==> src/rtl/sort_unique_engine_pkg.sv <==
// Shared types and helpers for the sort-and-deduplicate engine.
// Holds the control state encoding and the compare-exchange swap decision.
package sort_unique_engine_pkg;

  typedef enum logic [1:0] {
    S_LOAD,
    S_SORT,
    S_DEDUP,
    S_DRAIN
  } state_t;

  // Equal operands never swap, so the sort is stable for duplicate keys.
  function automatic logic cx_swap(input logic a_gt_b, input logic a_lt_b, input logic desc);
    return desc ? a_lt_b : a_gt_b;
  endfunction

endpackage

==> src/rtl/sort_unique_engine_cx.sv <==
// Combinational compare-exchange cell: lo lands at the lower array index, hi at the upper.
// With desc set the larger value goes to lo, giving descending order across the array.
module sort_unique_engine_cx
  import sort_unique_engine_pkg::*;
#(
  parameter int WIDTH = 8
) (
  input  logic [WIDTH-1:0] a,
  input  logic [WIDTH-1:0] b,
  input  logic             desc,
  output logic [WIDTH-1:0] lo,
  output logic [WIDTH-1:0] hi
);

  logic swap;

  assign swap = cx_swap(a > b, a < b, desc);
  assign lo   = swap ? b : a;
  assign hi   = swap ? a : b;

endmodule

==> src/rtl/sort_unique_engine.sv <==
// Streaming sort-and-deduplicate engine: load up to DEPTH words, odd-even transposition
// sort in place, optionally compact duplicates, then stream the result out.
//
//   state   | meaning
//   S_LOAD  | accept input words into A[0..n-1]
//   S_SORT  | n odd-even transposition phases, one per cycle
//   S_DEDUP | in-place compaction of duplicates, one element per cycle
//   S_DRAIN | stream A[0..m-1] out with out_last on the final word
module sort_unique_engine
  import sort_unique_engine_pkg::*;
#(
  parameter  int WIDTH = 8,
  parameter  int DEPTH = 16,
  localparam int CNT_W = $clog2(DEPTH + 1)
) (
  input  logic             clk,
  input  logic             rst,
  input  logic             in_valid,
  output logic             in_ready,
  input  logic [WIDTH-1:0] in_data,
  input  logic             in_last,
  input  logic             cfg_desc,
  input  logic             cfg_uniq,
  output logic             out_valid,
  input  logic             out_ready,
  output logic [WIDTH-1:0] out_data,
  output logic             out_last,
  output logic [CNT_W-1:0] uniq_count,
  output logic             busy,
  output logic             overflow
);

  localparam int IDX_W = $clog2(DEPTH);

  state_t state, state_nxt;

  logic [WIDTH-1:0] arr      [DEPTH];
  logic [WIDTH-1:0] sort_nxt [DEPTH];
  logic [WIDTH-1:0] cx_lo    [DEPTH-1];
  logic [WIDTH-1:0] cx_hi    [DEPTH-1];

  logic [CNT_W-1:0] n, m, k, r, p;
  logic [CNT_W-1:0] n_inc;
  logic             desc_q, uniq_q, ovf_q;
  logic             in_hs, out_hs;
  logic             load_done, sort_done, dedup_done, drain_done;
  logic             keep;

  assign in_hs      = in_valid & in_ready;
  assign out_hs     = out_valid & out_ready;
  assign n_inc      = n + CNT_W'(1);
  assign load_done  = in_hs & (in_last | (n_inc == CNT_W'(DEPTH)));
  assign sort_done  = (p == n - CNT_W'(1));
  assign dedup_done = (k == n - CNT_W'(1));
  assign drain_done = out_hs & out_last;

  // A[m-1] is the last kept element; only read once k > 0 so m >= 1.
  assign keep = (k == '0) || (arr[IDX_W'(k)] != arr[IDX_W'(m - CNT_W'(1))]);

  assign out_last   = (state == S_DRAIN) && (r == m - CNT_W'(1));
  assign out_data   = (state == S_DRAIN) ? arr[IDX_W'(r)] : '0;
  assign uniq_count = m;
  assign overflow   = ovf_q;

  for (genvar gi = 0; gi < DEPTH - 1; gi++) begin : g_cx
    sort_unique_engine_cx #(.WIDTH(WIDTH)) u_cx (
      .a   (arr[gi]),
      .b   (arr[gi+1]),
      .desc(desc_q),
      .lo  (cx_lo[gi]),
      .hi  (cx_hi[gi])
    );
  end

  // Phase parity picks which disjoint set of pairs is written back this cycle.
  always_comb begin
    for (int i = 0; i < DEPTH; i++) sort_nxt[i] = arr[i];
    for (int i = 0; i < DEPTH - 1; i++) begin
      if (((i % 2) == int'(p[0])) && ((i + 1) < int'(n))) begin
        sort_nxt[i]   = cx_lo[i];
        sort_nxt[i+1] = cx_hi[i];
      end
    end
  end

  always_ff @(posedge clk) begin
    if (rst) state <= S_LOAD;
    else     state <= state_nxt;
  end

  always_comb begin
    state_nxt = state;
    in_ready  = 1'b0;
    out_valid = 1'b0;
    busy      = 1'b0;
    case (state)
      S_LOAD: begin
        in_ready = 1'b1;
        if (load_done) state_nxt = S_SORT;
      end
      S_SORT: begin
        busy = 1'b1;
        if (sort_done) state_nxt = uniq_q ? S_DEDUP : S_DRAIN;
      end
      S_DEDUP: begin
        busy = 1'b1;
        if (dedup_done) state_nxt = S_DRAIN;
      end
      S_DRAIN: begin
        busy      = 1'b1;
        out_valid = 1'b1;
        if (drain_done) state_nxt = S_LOAD;
      end
      default: state_nxt = S_LOAD;
    endcase
  end

  always_ff @(posedge clk) begin
    if (rst) begin
      for (int i = 0; i < DEPTH; i++) arr[i] <= '0;
      n      <= '0;
      m      <= '0;
      k      <= '0;
      r      <= '0;
      p      <= '0;
      desc_q <= 1'b0;
      uniq_q <= 1'b0;
      ovf_q  <= 1'b0;
    end else begin
      case (state)
        S_LOAD: begin
          if (in_hs) begin
            arr[IDX_W'(n)] <= in_data;
            n              <= n_inc;
            if (n == '0) begin
              desc_q <= cfg_desc;
              uniq_q <= cfg_uniq;
              m      <= '0;
              ovf_q  <= 1'b0;
            end
            if (load_done) begin
              p     <= '0;
              ovf_q <= ~in_last;
            end
          end
        end
        S_SORT: begin
          for (int i = 0; i < DEPTH; i++) arr[i] <= sort_nxt[i];
          p <= p + CNT_W'(1);
          if (sort_done) begin
            k <= '0;
            if (!uniq_q) m <= n;
          end
        end
        S_DEDUP: begin
          if (keep) begin
            arr[IDX_W'(m)] <= arr[IDX_W'(k)];
            m              <= m + CNT_W'(1);
          end
          k <= k + CNT_W'(1);
        end
        S_DRAIN: begin
          if (out_hs) begin
            if (out_last) begin
              n <= '0;
              r <= '0;
            end else begin
              r <= r + CNT_W'(1);
            end
          end
        end
        default: ;
      endcase
    end
  end

endmodule

==> config.mk <==
export PLATFORM = sky130hd
export DESIGN_NAME = sort_unique_engine
export DESIGN_NICKNAME = d
export VERILOG_FILES = /design/src/rtl/sort_unique_engine_pkg.sv /design/src/rtl/sort_unique_engine_cx.sv /design/src/rtl/sort_unique_engine.sv
export SDC_FILE = /design/constraint.sdc
export NUM_CORES = 1
export LEC_CHECK = 0
export CAP_MARGIN = 20
export CORE_MARGIN = 10
export CORE_UTILIZATION = 45
export CTS_CLUSTER_DIAMETER = 120
export DETAILED_ROUTE_END_ITERATION = 12
export PLACE_DENSITY = 0.63
export SLEW_MARGIN = 20
export SYNTH_ARGS = -nofsm -noshare
export SYNTH_HDL_FRONTEND = slang
export SYNTH_HIERARCHICAL = 1
export SYNTH_SLANG_ARGS = --single-unit
==> constraint.sdc <==
create_clock -name clk -period 4.55 [get_ports clk]
set_clock_uncertainty 0.1 [all_clocks]
set_input_delay 1.365 -clock clk [delete_from_list [all_inputs] [get_ports clk]]
set_output_delay 1.365 -clock clk [all_outputs]
set_load 0.03 [all_outputs]
==> results of run 1 <==
[routing by layer]
layer / vias up / part of all wire (%) / global-route usage, %
li1: 9521 / - / -
met1: 10400 / 39 / 37.1
met4: 2 / 5.4 / 14.0
met2: 1314 / 46 / 46.4
met3: 299 / 9.6 / 5.29
met5: - / 0.014 / 0
[cells in the final DEF (no fill, tap or decap), types with 67 or more instances in the layout]
cell type and n:
edfxtp_1 128, ha_1 134, nor3_1 183, a22oi_1 112
inv_1 132, mux2_2 118, mux2_4 150, buf_4 209
a21oi_1 281, a211oi_1 77, mux4_2 92, mux2i_1 67
nand2_1 184, nor2_1 160
[stage by stage]
stage / std cells / area [um2] / setup WS [ns] / power [mW]
2_1_floorplan: 2480 / 22200 / 0.0938 / 5.57
3_3_place_gp: 3189 / 24000 / 0.273 / 6.71
3_5_place_dp: 3189 / 24000 / 0.271 / 6.79
4_1_cts: 3221 / 24600 / 0.187 / 8.35
5_1_grt: 3221 / 24600 / 0.136 / 8.80
6_report: 3222 / 24600 / 0.192 / 8.47
[Yosys cell counts (13+ instances only)]
| cell | count |
|---|---|
| a211o_1 | 16 |
| a211oi_1 | 77 |
| a21o_1 | 23 |
| a21oi_1 | 283 |
| a22oi_1 | 112 |
| and2_0 | 15 |
| and2_1 | 13 |
| buf_12 | 15 |
| buf_2 | 30 |
| buf_6 | 22 |
| clkbuf_1 | 126 |
| dfxtp_1 | 38 |
| edfxtp_1 | 128 |
| ha_1 | 134 |
| inv_1 | 132 |
| mux2_2 | 118 |
| mux2_4 | 150 |
| mux2i_1 | 67 |
| mux4_2 | 92 |
| nand2_1 | 185 |
| nand2b_1 | 18 |
| nand3_1 | 37 |
| nand4_1 | 42 |
| nor2_1 | 161 |
| nor2b_1 | 18 |
| nor3_1 | 189 |
| o211ai_1 | 27 |
| o21a_1 | 17 |
| o21ai_0 | 52 |
| o31ai_1 | 13 |
| xnor2_1 | 16 |
| xor2_1 | 16 |
[cell families (layout without fill, tap and decap cells)]
group / count (synthesis) / after routing / synth area share, %
AO/OA/AOI/OAI: 658 / 658 / 18.6
XOR/XNOR: 33 / 33 / 1.34
adder cells (fa/ha/maj): 134 / 134 / 7.56
buffers and inverters: 345 / 422 / 7.94
flip-flops: 166 / 166 / 20.8
multiplexers: 427 / 427 / 28.5
other: 0 / 1 / 0
AND/OR/NAND/NOR: 717 / 717 / 15.2
[tightest hold or removal path, cell delays in order, from the launching register on]
cell and delay, ns:
dfxtp_1 0.32, nand2_1 0.05, a221oi_1 0.07
[power breakdown]
group | total, mW | internal, mW | switching [mW]
clock network | 1.56 | 0.882 | 0.676
registers | 2.12 | 1.83 | 0.286
logic | 4.80 | 2.12 | 2.68
total | 8.47 | 4.84 | 3.64
[state kept, by name, indices dropped and copies added (netlist names), named ones only]
register,flops
k,5
uniq_count,5
p,5
arr,128
state,2
desc_q,1
n,5
uniq_q,1
overflow,1
r,5
[timing repair]
action	in CTS	in global routing
hold buffers	0	0
endpoints found under the setup margin	8	0
resized for setup	10	0
[final cells by class]
type | count | area [um2] | area share (%)
Multi-Input combinational cell | 1969 | 15900 | 64.7
Sequential cell | 166 | 4620 | 18.7
Timing Repair Buffer | 252 | 2100 | 8.55
Tap cell | 664 | 831 | 3.37
Clock buffer | 25 | 572 | 2.32
Inverter | 138 | 518 | 2.10
Clock inverter | 7 | 51.3 | 0.208
Antenna cell | 1 | 2.50 | 0.0102
[worst paths after layout]
check,from,to,cells past startpoint
hold / removal,overflow$_SDFFE_PP0P_,overflow$_SDFFE_PP0P_,2
setup reg to reg,register,arr[6][1]$_DFFE_PP_,10
hold reg to reg,overflow$_SDFFE_PP0P_,overflow$_SDFFE_PP0P_,2
setup / recovery,register,out_data[6],5
==> results.toml, run 1 <==
[critical_path]
cp-end-kind = "output port"
reg2reg_slack_ns = 0.38
cp.arrival_ns = 2.89
start_kind = "register"
crit_family = "multiplexers"
slowest_stage = "dfxtp_4"
slowest_delay_ns = 0.55
crit_chain = "buf_4, mux4_2, mux4_2, and2_1, dlygate4sd2_1"
crit_top_cell = "mux4_2"
worst-path-buf-inv = 2
setup.worst_path.class = "reg -> out"
critPathMaxFanout = 16
crit_required_ns = 3.08

[timing]
slew_viol_final = 0
relSlewSlack_pct = 25.6
fin_crit_ns = 4.36
timing.fmax_mhz = 229
finalCritPeriodShare_pct = 95.8
rsz0062_at_grt = "false"
finalSetupTns_ns = 0
finalSetupViolCount = 0
hold_slack_ns = 0.401
worstMarginPinSlew_ns = 1.11
finalHoldViolCount = 0

[detailed_routing]
routed_wl_mm = 88.4
num_vias = 21500
detail_route.wl_per_cell_um = 27.4
firstDrtPassIters = 6
ant_nets = 0
dr.first_iter.drc_count = 2850
viasPerCell = 6.68
drc = 0

[power_and_ir_drop]
p_per_area_nw_per_um2 = 344
power_leakage_nw = 9.53
peakVddDrop_v = 0.000246

[cts]
clock-sinks = 166
htree_levels = 4
cts_root_buf = "clkbuf_16"
numCtsBuffers = 17
cts_setup_buffers = 0
cts.clk_slew.worst_paths_ns = 0.07
cts_tree = "yes"
clk_path_buf_depth = 2
clk_latency_ns = 0.46

[logic_synthesis]
syn_inst = 2480
synth_seq_area_share_pct = 20.8
synth-edff-count = 128
synth-seq-cells = 166
synth_fp_nets = 2629
async_flop_share_pct = 0
yosysWarnings = 6
postSynthAreaPerCell_um2 = 8.94
syn-cell-area_um2 = 22200
ys.flop_type = "edfxtp_1"
yosys.area.top_type = "edfxtp_1"
synth_cell_types = 61
synthTopCellsByArea = "edfxtp_1, mux2_4, mux4_2"
synth_top_area_share_pct = 17.3

[global_routing]
track_usage_pct = 29.0
grt_max_degree = 78
grt_pass1_wl_mm = 131
grt.overflow.total = 0
grt_pass1_vias = 20400
antenna_found_initial = 3

[floorplan]
ioPinCount = 33
die_area_um2 = 58500
start_util_pct = 45.4
die_w_um = 242
row_count = 81
core_region_area_um2 = 48800
die_y_um = 242

[run]
drv_cap = 0

[layout]
post-route-util_pct = 50.4
nets = 2693
fill_cells = 4649
areaGrowthSynthToFinish_pct = 11.1
drive_above_1_share_pct = 25.1

[placed_design]
port_buffers = 32
gp_congestion = 1.04
dp.final_hpwl_mm = 64.8

[min_path]
min_path_type = "reg -> reg"

[status]
status = "finished, final reports clean"
(Power assumes the default switching activity.)
==> inputs of run 2 (changes only) <==
ABC_CLOCK_PERIOD_IN_PS = 3800   (was default)
PLACE_DENSITY = 0.65   (was 0.63)
clock period = 3.8 ns   (was 4.55 ns; I/O delays follow)
==> results.toml, run 2 (synthesized netlist as in run 1, its figures left out) <==
[floorplan]
start_util_pct = 45.4
ioPinCount = 33
core_region_area_um2 = 48800
die_w_um = 242
die_area_um2 = 58500
die_y_um = 242
row_count = 81

[detailed_routing]
routed_wl_mm = 91.8
dr.first_iter.drc_count = 2360
ant_nets = 0
drc = 0
firstDrtPassIters = 6
num_vias = 21900
viasPerCell = 6.63
detail_route.wl_per_cell_um = 27.8

[timing]
finalSetupViolCount = 0
slew_viol_final = 0
worstMarginPinSlew_ns = 1.08
finalCritPeriodShare_pct = 99.3
relSlewSlack_pct = 27.6
rsz0062_at_grt = "false"
timing.fmax_mhz = 265
hold_slack_ns = 0.394
finalHoldViolCount = 0
fin_crit_ns = 3.77
finalSetupTns_ns = 0

[global_routing]
grt_pass1_wl_mm = 136
grt_max_degree = 81
antenna_found_initial = 1
track_usage_pct = 30.2
grt.overflow.total = 0
grt_pass1_vias = 20800

[critical_path]
crit_required_ns = 2.56
cp-end-kind = "output port"
setup.worst_path.class = "reg -> out"
crit_family = "multiplexers"
slowest_delay_ns = 0.55
worst-path-buf-inv = 2
slowest_stage = "mux4_2"
cp.arrival_ns = 2.53
crit_chain = "buf_4, mux4_2, mux4_2, and2_4, buf_6"
start_kind = "register"
critPathMaxFanout = 8
crit_top_cell = "mux4_2"

[layout]
stdcell_area_um2 = 25500
mostFrequentLayoutCell = "a21oi_1"
largest_register = "arr"
drive_above_1_share_pct = 29.0
instances_no_fill = 3296
antenna_cells = 0
nets = 2768
final_cell_mix = "a21oi_1, buf_4, nand2_1"
largest_reg_flops = 128
areaGrowthSynthToFinish_pct = 14.8

[status]
status = "finished, final reports clean"

[run]
drv_cap = 0

[power_and_ir_drop]
power_leakage_nw = 9.97
peakVddDrop_v = 0.000295
p_per_area_nw_per_um2 = 407

[cts]
cts_tree = "yes"
cts_root_buf = "clkbuf_16"
clk_latency_ns = 0.49
clock-sinks = 166
clk_path_buf_depth = 2
htree_levels = 4
numCtsBuffers = 17
cts.clk_slew.worst_paths_ns = 0.08

[placed_design]
gp_congestion = 1.01
dp.final_hpwl_mm = 66.2
port_buffers = 32
post-place-cells = 3240
placed_area_um2 = 24400

[min_path]
min_path_type = "reg -> reg"
[run 2: changes by cell type in the layout (fill, tap and decap cells not counted), sizes merged]
cell         change
buf             +82
bufbuf           +1
clkbuf           -8
clkinvlp         +2
diode            -1
dlygate4sd2      -8
inv              +6
[run 2: metal layers]
layer,wire (um),vias to the layer above,track usage (%)
met2,41800,1238,48.3
met1,35900,10600,38.3
met4,5330,2,15.7
met5,12,-,0
met3,8760,318,5.85
li1,-,9659,-
[run 2: repair_timing]
item / in CTS / in global routing
gates resized for setup: 14 / 35
setup buffers: 14 / 8
setup endpoints to repair: 80 / 221
gates cloned: 3 / 0
pin swaps: 1 / 5
hold buffers: 0 / 0
[run 2: worst reg2reg max path: stages, from the launching register on]
cell      delay, ns
edfxtp_1       0.44
buf_4          0.17
mux4_2         0.50
mux4_2         0.53
buf_4          0.19
and3_1         0.16
nor4_2         0.28
buf_4          0.17
a311oi_4       0.08
buf_6          0.16
buf_12         0.16
mux2i_1        0.15
a211o_2        0.38
[run 2: where the power goes]
| group | internal (mW) | switching (mW) |
|---|---|---|
| Sequential | 2.19 | 0.216 |
| Combinational | 2.70 | 3.47 |
| Clock | 0.877 | 0.896 |
[run 2: worst paths after layout]
| path | start | to | slack [ns] | cells past startpoint |
|---|---|---|---|---|
| min reg2reg | overflow$_SDFFE_PP0P_ | overflow$_SDFFE_PP0P_ | 0.39 | 2 |
| min | overflow$_SDFFE_PP0P_ | overflow$_SDFFE_PP0P_ | 0.39 | 2 |
| max | arr[13][5]$_DFFE_PP_ | out_data[5] | 0.03 | 5 |
| max reg2reg | arr[14][5]$_DFFE_PP_ | arr[14][3]$_DFFE_PP_ | 0.07 | 12 |
[run 2: cell type report]
type | count | area [um2]
Fill cell | 4535 | 23400
Multi-Input combinational cell | 1969 | 16100
Sequential cell | 166 | 4620
Timing Repair Buffer | 327 | 2780
Tap cell | 664 | 831
Inverter | 138 | 518
Clock buffer | 17 | 425
Clock inverter | 15 | 159
[run 2: metrics by stage]
| stage | worst slack [ns] | utilization, % | power [mW] |
|---|---|---|---|
| after floorplan | 0.0163 | - | 6.68 |
| after global placement | -0.0852 | 50.0 | 8.21 |
| after detailed placement | -0.0986 | 50.0 | 8.33 |
| after CTS | 0.0000311 | 51.7 | 10.1 |
| after global routing | 0.00198 | 52.1 | 10.7 |
| final | 0.0256 | 52.1 | 10.4 |
